<file path="src/rtl/hamming74_rx_ctrl_pkg.sv">
// Shared constants, state encoding and helpers for the Hamming(7,4) receive controller.
package hamming74_rx_ctrl_pkg;

  localparam int unsigned CW_W  = 7;
  localparam int unsigned DW_W  = 4;
  localparam int unsigned SYN_W = 3;

  // Hamming positions (1-based) of the parity bits
  localparam int unsigned P1_POS = 1;
  localparam int unsigned P2_POS = 2;
  localparam int unsigned P4_POS = 4;

  // Codeword bit indices (0-based) carrying data, LSB first
  localparam int unsigned D0_IDX = 2;
  localparam int unsigned D1_IDX = 4;
  localparam int unsigned D2_IDX = 5;
  localparam int unsigned D3_IDX = 6;

  typedef enum logic [1:0] {
    ST_IDLE = 2'd0,
    ST_SYND = 2'd1,
    ST_EMIT = 2'd2
  } state_e;

  typedef struct packed {
    logic [DW_W-1:0]  data;
    logic [SYN_W-1:0] syndrome;
    logic             corrected;
  } rx_result_t;

  // Codeword bits whose Hamming position includes the given parity position
  function automatic logic [CW_W-1:0] cover_mask(input int unsigned ppos);
    logic [CW_W-1:0] m;
    m = '0;
    for (int unsigned i = 0; i < CW_W; i++) begin
      m[i] = (((i + 1) & ppos) != 0);
    end
    return m;
  endfunction

  function automatic logic [DW_W-1:0] extract_data(input logic [CW_W-1:0] c);
    return {c[D3_IDX], c[D2_IDX], c[D1_IDX], c[D0_IDX]};
  endfunction

endpackage

</file>
<file path="src/rtl/hamming74_syndrome.sv">
// Combinational syndrome calculation and single-bit correction for one codeword.
module hamming74_syndrome
  import hamming74_rx_ctrl_pkg::*;
(
  input  logic [CW_W-1:0]  i_code,
  output logic [SYN_W-1:0] o_syndrome,
  output logic [CW_W-1:0]  o_corr_code
);

  localparam logic [CW_W-1:0] MASK_S1 = cover_mask(P1_POS);
  localparam logic [CW_W-1:0] MASK_S2 = cover_mask(P2_POS);
  localparam logic [CW_W-1:0] MASK_S4 = cover_mask(P4_POS);

  logic [SYN_W-1:0] w_syn;
  logic [CW_W-1:0]  w_flip;

  assign w_syn = {^(i_code & MASK_S4), ^(i_code & MASK_S2), ^(i_code & MASK_S1)};

  // A nonzero syndrome names the 1-based position of the bit to invert
  assign w_flip = (w_syn == '0) ? '0 : (CW_W'(1) << (w_syn - SYN_W'(1)));

  assign o_syndrome  = w_syn;
  assign o_corr_code = i_code ^ w_flip;

endmodule

</file>
<file path="src/rtl/hamming74_rx_ctrl.sv">
// Hamming(7,4) receive controller: capture, syndrome/correct, emit, with saturating stats.
module hamming74_rx_ctrl
  import hamming74_rx_ctrl_pkg::*;
#(
  parameter int unsigned CNT_W = 8
) (
  input  logic             clk,
  input  logic             rst,
  input  logic             enable,
  input  logic             in_valid,
  output logic             in_ready,
  input  logic [CW_W-1:0]  in_code,
  output logic             out_valid,
  input  logic             out_ready,
  output logic [DW_W-1:0]  out_data,
  output logic [SYN_W-1:0] out_syndrome,
  output logic             out_corrected,
  input  logic             clr_cnt,
  output logic [CNT_W-1:0] word_cnt,
  output logic [CNT_W-1:0] err_cnt
);

  localparam logic [CNT_W-1:0] CNT_MAX = '1;

  state_e           r_state;
  logic [CW_W-1:0]  r_code;
  rx_result_t       r_out;
  logic             r_out_valid;
  logic [CNT_W-1:0] r_word_cnt;
  logic [CNT_W-1:0] r_err_cnt;

  logic [SYN_W-1:0] w_syn;
  logic [CW_W-1:0]  w_corr_code;
  logic             w_accept;
  logic             w_handshake;

  hamming74_syndrome u_syndrome (
    .i_code      (r_code),
    .o_syndrome  (w_syn),
    .o_corr_code (w_corr_code)
  );

  // Ready only while idle; held low during reset so nothing is accepted then
  assign in_ready    = !rst && enable && (r_state == ST_IDLE);
  assign w_accept    = in_valid && in_ready;
  assign w_handshake = r_out_valid && out_ready;

  always_ff @(posedge clk) begin
    if (rst) begin
      r_state     <= ST_IDLE;
      r_code      <= '0;
      r_out       <= '0;
      r_out_valid <= 1'b0;
    end else begin
      case (r_state)
        ST_IDLE: begin
          if (w_accept) begin
            r_code  <= in_code;
            r_state <= ST_SYND;
          end
        end
        ST_SYND: begin
          r_out.data      <= extract_data(w_corr_code);
          r_out.syndrome  <= w_syn;
          r_out.corrected <= (w_syn != '0);
          r_out_valid     <= 1'b1;
          r_state         <= ST_EMIT;
        end
        ST_EMIT: begin
          if (out_ready) begin
            r_out_valid <= 1'b0;
            r_state     <= ST_IDLE;
          end
        end
        default: begin
          r_out_valid <= 1'b0;
          r_state     <= ST_IDLE;
        end
      endcase
    end
  end

  // Statistics advance on the output handshake; a clear in the same cycle wins
  always_ff @(posedge clk) begin
    if (rst || clr_cnt) begin
      r_word_cnt <= '0;
      r_err_cnt  <= '0;
    end else if (w_handshake) begin
      if (r_word_cnt != CNT_MAX) begin
        r_word_cnt <= r_word_cnt + CNT_W'(1);
      end
      if (r_out.corrected && (r_err_cnt != CNT_MAX)) begin
        r_err_cnt <= r_err_cnt + CNT_W'(1);
      end
    end
  end

  assign out_valid     = r_out_valid;
  assign out_data      = r_out.data;
  assign out_syndrome  = r_out.syndrome;
  assign out_corrected = r_out.corrected;
  assign word_cnt      = r_word_cnt;
  assign err_cnt       = r_err_cnt;

endmodule

</file>
<file path="config.mk">
export PLATFORM = sky130hd
export DESIGN_NAME = hamming74_rx_ctrl
export DESIGN_NICKNAME = d
export VERILOG_FILES = /design/src/rtl/hamming74_rx_ctrl_pkg.sv /design/src/rtl/hamming74_syndrome.sv /design/src/rtl/hamming74_rx_ctrl.sv
export SDC_FILE = /design/constraint.sdc
export NUM_CORES = 1
export LEC_CHECK = 0
export CORE_MARGIN = 2
export CORE_UTILIZATION = 52
export CTS_CLUSTER_SIZE = 24
export DETAILED_ROUTE_END_ITERATION = 7
export MAX_ROUTING_LAYER = met4
export PLACE_DENSITY = 0.91
export RECOVER_POWER = 25
export SETUP_SLACK_MARGIN = 0.05
export SLEW_MARGIN = 20
export SYNTH_ARGS = -nofsm -noshare
export SYNTH_HDL_FRONTEND = slang
export SYNTH_SLANG_ARGS = --single-unit
</file>
<file path="constraint.sdc">
create_clock -name clk -period 2.59 [get_ports clk]
set_input_delay 0.777 -clock clk [delete_from_list [all_inputs] [get_ports clk]]
set_output_delay 0.777 -clock clk [all_outputs]
set_load 0.01 [all_outputs]
</file>
## Yosys cells after proc, flatten, opt, wreduce, memory -nomap -nowiden

Index checks and enable logic that the tools add are counted.
W data, S select, Z words.

| storage, ports and cells | value |
|---|---|
| flip-flop bits (word level) | 34 |
| bits of input ports | 13 |
| output and inout port bits | 26 |
| logic and storage cells | 44 |

| cells by class | value |
|---|---|
| $add $sub $neg | 3 |
| eq/ne operators | 6 |
| shift-type cells | 1 |
| muxes and demuxes | 6 |
| bitwise logic cells | 2 |
| reduce and logical (&&, ||, !) cells | 18 |

Operators with widths:

| operator | number |
|---|---|
| $reduce_xor A7 Y1 | 3 |
| $add A8 B1 Y8 const B | 2 |
| $ne A8 B8 Y1 const B | 2 |
| $reduce_and A2 Y1 | 5 |
| $mux W7 | 1 |
| $shl A1 B3 Y7 const A | 1 |
| $xor A7 B7 Y7 | 1 |
| $pmux W2 S3 | 1 |
| $logic_and A1 B1 Y1 | 5 |
| $mux W2 | 2 |
| $ne A2 B2 Y1 const B | 2 |
| $logic_not A3 Y1 | 1 |
| $pmux W1 S3 | 1 |
| $reduce_bool A3 Y1 | 1 |
| $sub A3 B1 Y3 const B | 1 |
| $eq A2 B1 Y1 const B | 1 |
| $eq A2 B2 Y1 const B | 1 |
| $logic_not A2 Y1 | 1 |
| $logic_not A1 Y1 | 1 |
| $logic_or A1 B1 Y1 | 1 |
| $mux W1 | 1 |
| $not A1 Y1 | 1 |

## Longest topological paths before layout

| depth | value |
|---|---|
| word-level depth | 6 |
| mapped depth | 5 |

## Hierarchy

A second synthesis with hierarchy kept.

| unflattened totals | value |
|---|---|
| cell total of the unflattened synthesis | 193 |
| area, all modules | 1669.1 sq um |

By module, submodules not included:

| module | instances | cells each | area each (sq um) |
|---|---|---|---|
| hamming74_rx_ctrl | 1 | 165 | 1427.6 |
| hamming74_syndrome | 1 | 28 | 241.5 |

## Least setup slack after synthesis

OpenSTA, ideal clock, no wires.

| timing | value |
|---|---|
| kind | input to output |
| from | in rst |
| to | out in_ready |
| arrival time | 1597 ps |
| data required time | 1813 ps |
| path slack | 216 ps |
| cell stages on the path | 2 |
| path through | clkbuf_1 -> nor4b_2 |

| on the way | value |
|---|---|
| longest elaborated chain between the ends | 3 |

RTL lines:

| item | line | RTL |
|---|---|---|
| start, declared | hamming74_rx_ctrl.sv:8 | `input logic rst,` |
| $logic_not A1 Y1 | hamming74_rx_ctrl.sv:44 | `assign in_ready = !rst && enable && (r_state == ST_IDLE);` |
| $logic_and A1 B1 Y1 (2 in a row) | hamming74_rx_ctrl.sv:44 |  |
| end, declared | hamming74_rx_ctrl.sv:11 | `output logic in_ready,` |

No other way between the ends.

## Worst setup path after layout

| timing | value |
|---|---|
| from | in enable |
| to | out in_ready |

| on the way | value |
|---|---|
| longest elaborated chain between the ends | 2 |

RTL lines:

| item | line | RTL |
|---|---|---|
| start, declared | hamming74_rx_ctrl.sv:9 | `input logic enable,` |
| $logic_and A1 B1 Y1 (2 in a row) | hamming74_rx_ctrl.sv:44 |  |

No other way between the ends.

==> run_results.csv <==
group,metric,value,unit
cells_and_area,area_growth,31.4,%
worst_setup_path,crit_type,"in -> out",
place,gp_congestion,0.897,
sta,setup_viol,0,
sta,worstMarginPinSlew,0.651,ns
global_routing,grt_start_max_net_pins,20,
sta,period_share,0.942,
sta,hold_violations,0,
run_status,status,"finished with violations",
synthesis,avgSynthCellArea,8.86,sq um
floorplanning,dieWidth,58.9,um
floorplanning,die_h,58.9,um
drt,route.met2.wl,1910,um
worst_setup_path,path_cells,"clkdlybuf4s50_1, nor4b_4, buf_2",
clock_tree,root_buffer,"clkbuf_4",
power,finalPower,1.04,mW
worst_setup_path,cp_top_family,"buffers and inverters",
job,maxCapViolCount,0,
synthesis,synth_cell_types,34,
clock_tree,hold_buffers,0,
clock_tree,clock_sink_count,34,
power,powerDensity,505,mW/mm^2
cells_and_area,num-nets-final,234,
floorplanning,core,0.00281,sq mm
sta,fmax,410,MHz
drt,drt-vias-per-instance,5.76,
drt,first_pass_iters,6,
worst_setup_path,rrSetupSlack,0.77,ns
global_routing,grt_pass1_vias,1467,
worst_setup_path,start_kind,"input port",
global_routing,antenna_found_initial,0,
floorplanning,ios,39,
clock_tree,post_cts_buffers,0,
power,leakagePower,0.682,nW
cells_and_area,design_area,0.00206,sq mm
worst_setup_path,arrival,1.66,ns
run_status,violations,"DRC",
place,place_ws,-0.346,ns
drt,drt_iter0_drc,81,
synthesis,syn_area,0.00157,sq mm
worst_setup_path,path_max_fanout,2,
worst_setup_path,cpMaxStageDelayCell,"clkdlybuf4s50_1",
drt,wl,3640,um
global_routing,grt_pass1_wl,6250,um
floorplanning,start_util,0.559,
place,dpl.hpwl,2580,um
cells_and_area,layout-drive-gt1-share,0.0727,
sta,fin_ws,0.150,ns
worst_setup_path,crit_buf_inv,2,
floorplanning,rows,19,
hold_path,hp-class,"reg -> reg",
synthesis,ys_warn_count,0,
drt,wl_per_cell,14.5,um
place,port_buffers,38,
drt,top_layer,"met4",
clock_tree,clk_path_buf_depth,2,
sta,slew_headroom,0.563,
place,placed_area,0.00199,sq mm
cells_and_area,nFillCells,229,
sta,finClkSkew,0.0134,ns
clock_tree,htree_levels,2,
worst_setup_path,cp.required,1.81,ns
global_routing,grt_usage,0.243,
clock_tree,cts_tree,"yes",
cells_and_area,n_antenna_cell,0,
clock_tree,clk_pin_slew_worst_paths,0.09,ns
global_routing,grt.overflow.total,0,
power,ir_drop,0.416,mV
drt,wl_met3,162,um
drt,drcViolationCount,3,
floorplanning,dieArea,0.00347,sq mm
synthesis,seq_area_frac_synth,0.434,
clock_tree,numCtsBuffers,5,
drt,m1WireLength,1500,um
drt,ant_nets,0,
worst_setup_path,end_kind,"output port",
synthesis,synth_seq_cells,34,
synthesis,synth_fp_nets,192,
drt,via_count,1445,
worst_setup_path,slowest_delay,0.48,ns
sta,period_minus_slack,2.44,ns
clock_tree,clk-insertion-delay-late,0.35,ns
sta,rsz0062_at_grt,"no",
synthesis,syn_inst,177,
sta,maxSlewViolCount,0,
## synth_stat cells
cell type   n  area, sq um
a211oi_1    5         37.5
a311oi_2    1         15.0
o211ai_1    1         7.51
nand4_1     1         6.26
and3_1      2         12.5
or2_2       1         6.26
o31ai_1     7         52.6
nor2_1     22         82.6
a21oi_1    13         65.1
xor2_1      3         26.3
a311oi_1    3         26.3
a31o_2      1         8.76
clkbuf_1    6         22.5
mux2i_1     2         20.0
xnor2_1    16          140
and4_2      1         10.0
nor4b_2     1         15.0
buf_1       1         3.75
inv_1       6         22.5
or4_1       7         52.6
nor2b_1     2         12.5
or3_1       1         6.26
a2111oi_0   2         17.5
o41ai_1     1         8.76
dfxtp_1    34          681
nand3_1    12         60.1
a21o_1      2         15.0
o21ai_0     1         5.00
buf_6       1         11.3
nand2_1    13         48.8
nor4b_1     2         17.5
nor3_1      2         10.0
ha_1        2         25.0
and4_1      2         17.5
## routing by layer
metal / vias to the layer above / track usage
li1: 723 / -
met5: - / -
met2: 39 / 0.435
met1: 673 / 0.253
met3: 10 / 0.0615
met4: 0 / 0.0974
## sequential cells by signal, indices dropped and copies added (netlist names)
signal,count
r_state,2
out_corrected,1
out_valid,1
r_code,7
out_data,4
out_syndrome,3
word_cnt,8
err_cnt,8
## worst min-delay path: cells and delay by family, from the launching register on
kind            cells  cell delay [ns]
compound gates      1             0.05
flops               1             0.33
simple gates        1             0.05
## cell usage in the layout, fill, tap and decap left out, drive strengths merged, types with 6 or more instances in the layout
cell type,count
clkdlybuf4s50,35
dfxtp,34
nor2,22
xnor2,16
nand2,13
a21oi,13
nand3,12
clkbuf,8
or4,7
o31ai,7
inv,6
## worst paths after layout
check | cells past startpoint | end | startpoint
worst max-delay path | 3 | in_ready | enable
worst min-delay path | 2 | r_code[1] | r_code[1]
worst max register to register | 4 | out_data[1] | r_code[6]
worst min register to register | 2 | r_code[1] | r_code[1]
## timing repair
action / CTS / global route
gates resized for setup: 5 / 1
gates cloned: 0 / 0
pin swaps: 1 / 0
setup endpoints to repair: 1 / 1
## cell type report
cell class	instances	area [sq um]	area share
clock buffers	7	45.0	0.0218
repair buffers	43	408	0.198
clock inverters	1	30.0	0.0146
multi-input cells	129	837	0.406
well taps	31	38.8	0.0188
inverters	6	22.5	0.0109
flip-flops and latches	34	681	0.330
## metrics by stage
stage | std cells | hold slack [ns] | utilization | TNS, ns
finish | 251 | 0.473 | 0.735 | 0
global route | 251 | 0.514 | 0.735 | 0
CTS | 251 | 0.473 | 0.739 | 0
detailed placement | 243 | 0.460 | 0.709 | -0.346
global placement | 243 | 0.460 | 0.709 | -0.321
floorplan | 177 | 0.449 | - | 0
## power breakdown
group,internal (mW),total (mW),switching [mW]
clock,0.205,0.381,0.176
combinational,0.0559,0.115,0.0590
sequential,0.535,0.547,0.0115
## cells by family after synthesis
family                     count (synthesis)  synth area share
DFF                                       34             0.434
AOI/OAI and AO/OA                         37             0.165
adders and majority gates                  2            0.0159
xor gates and xnor gates                  19             0.106
and+or+nand+nor                           69             0.228
muxes                                      2            0.0128
buffers and inverters                     14            0.0383
Power figures use the tool's default switching activity.
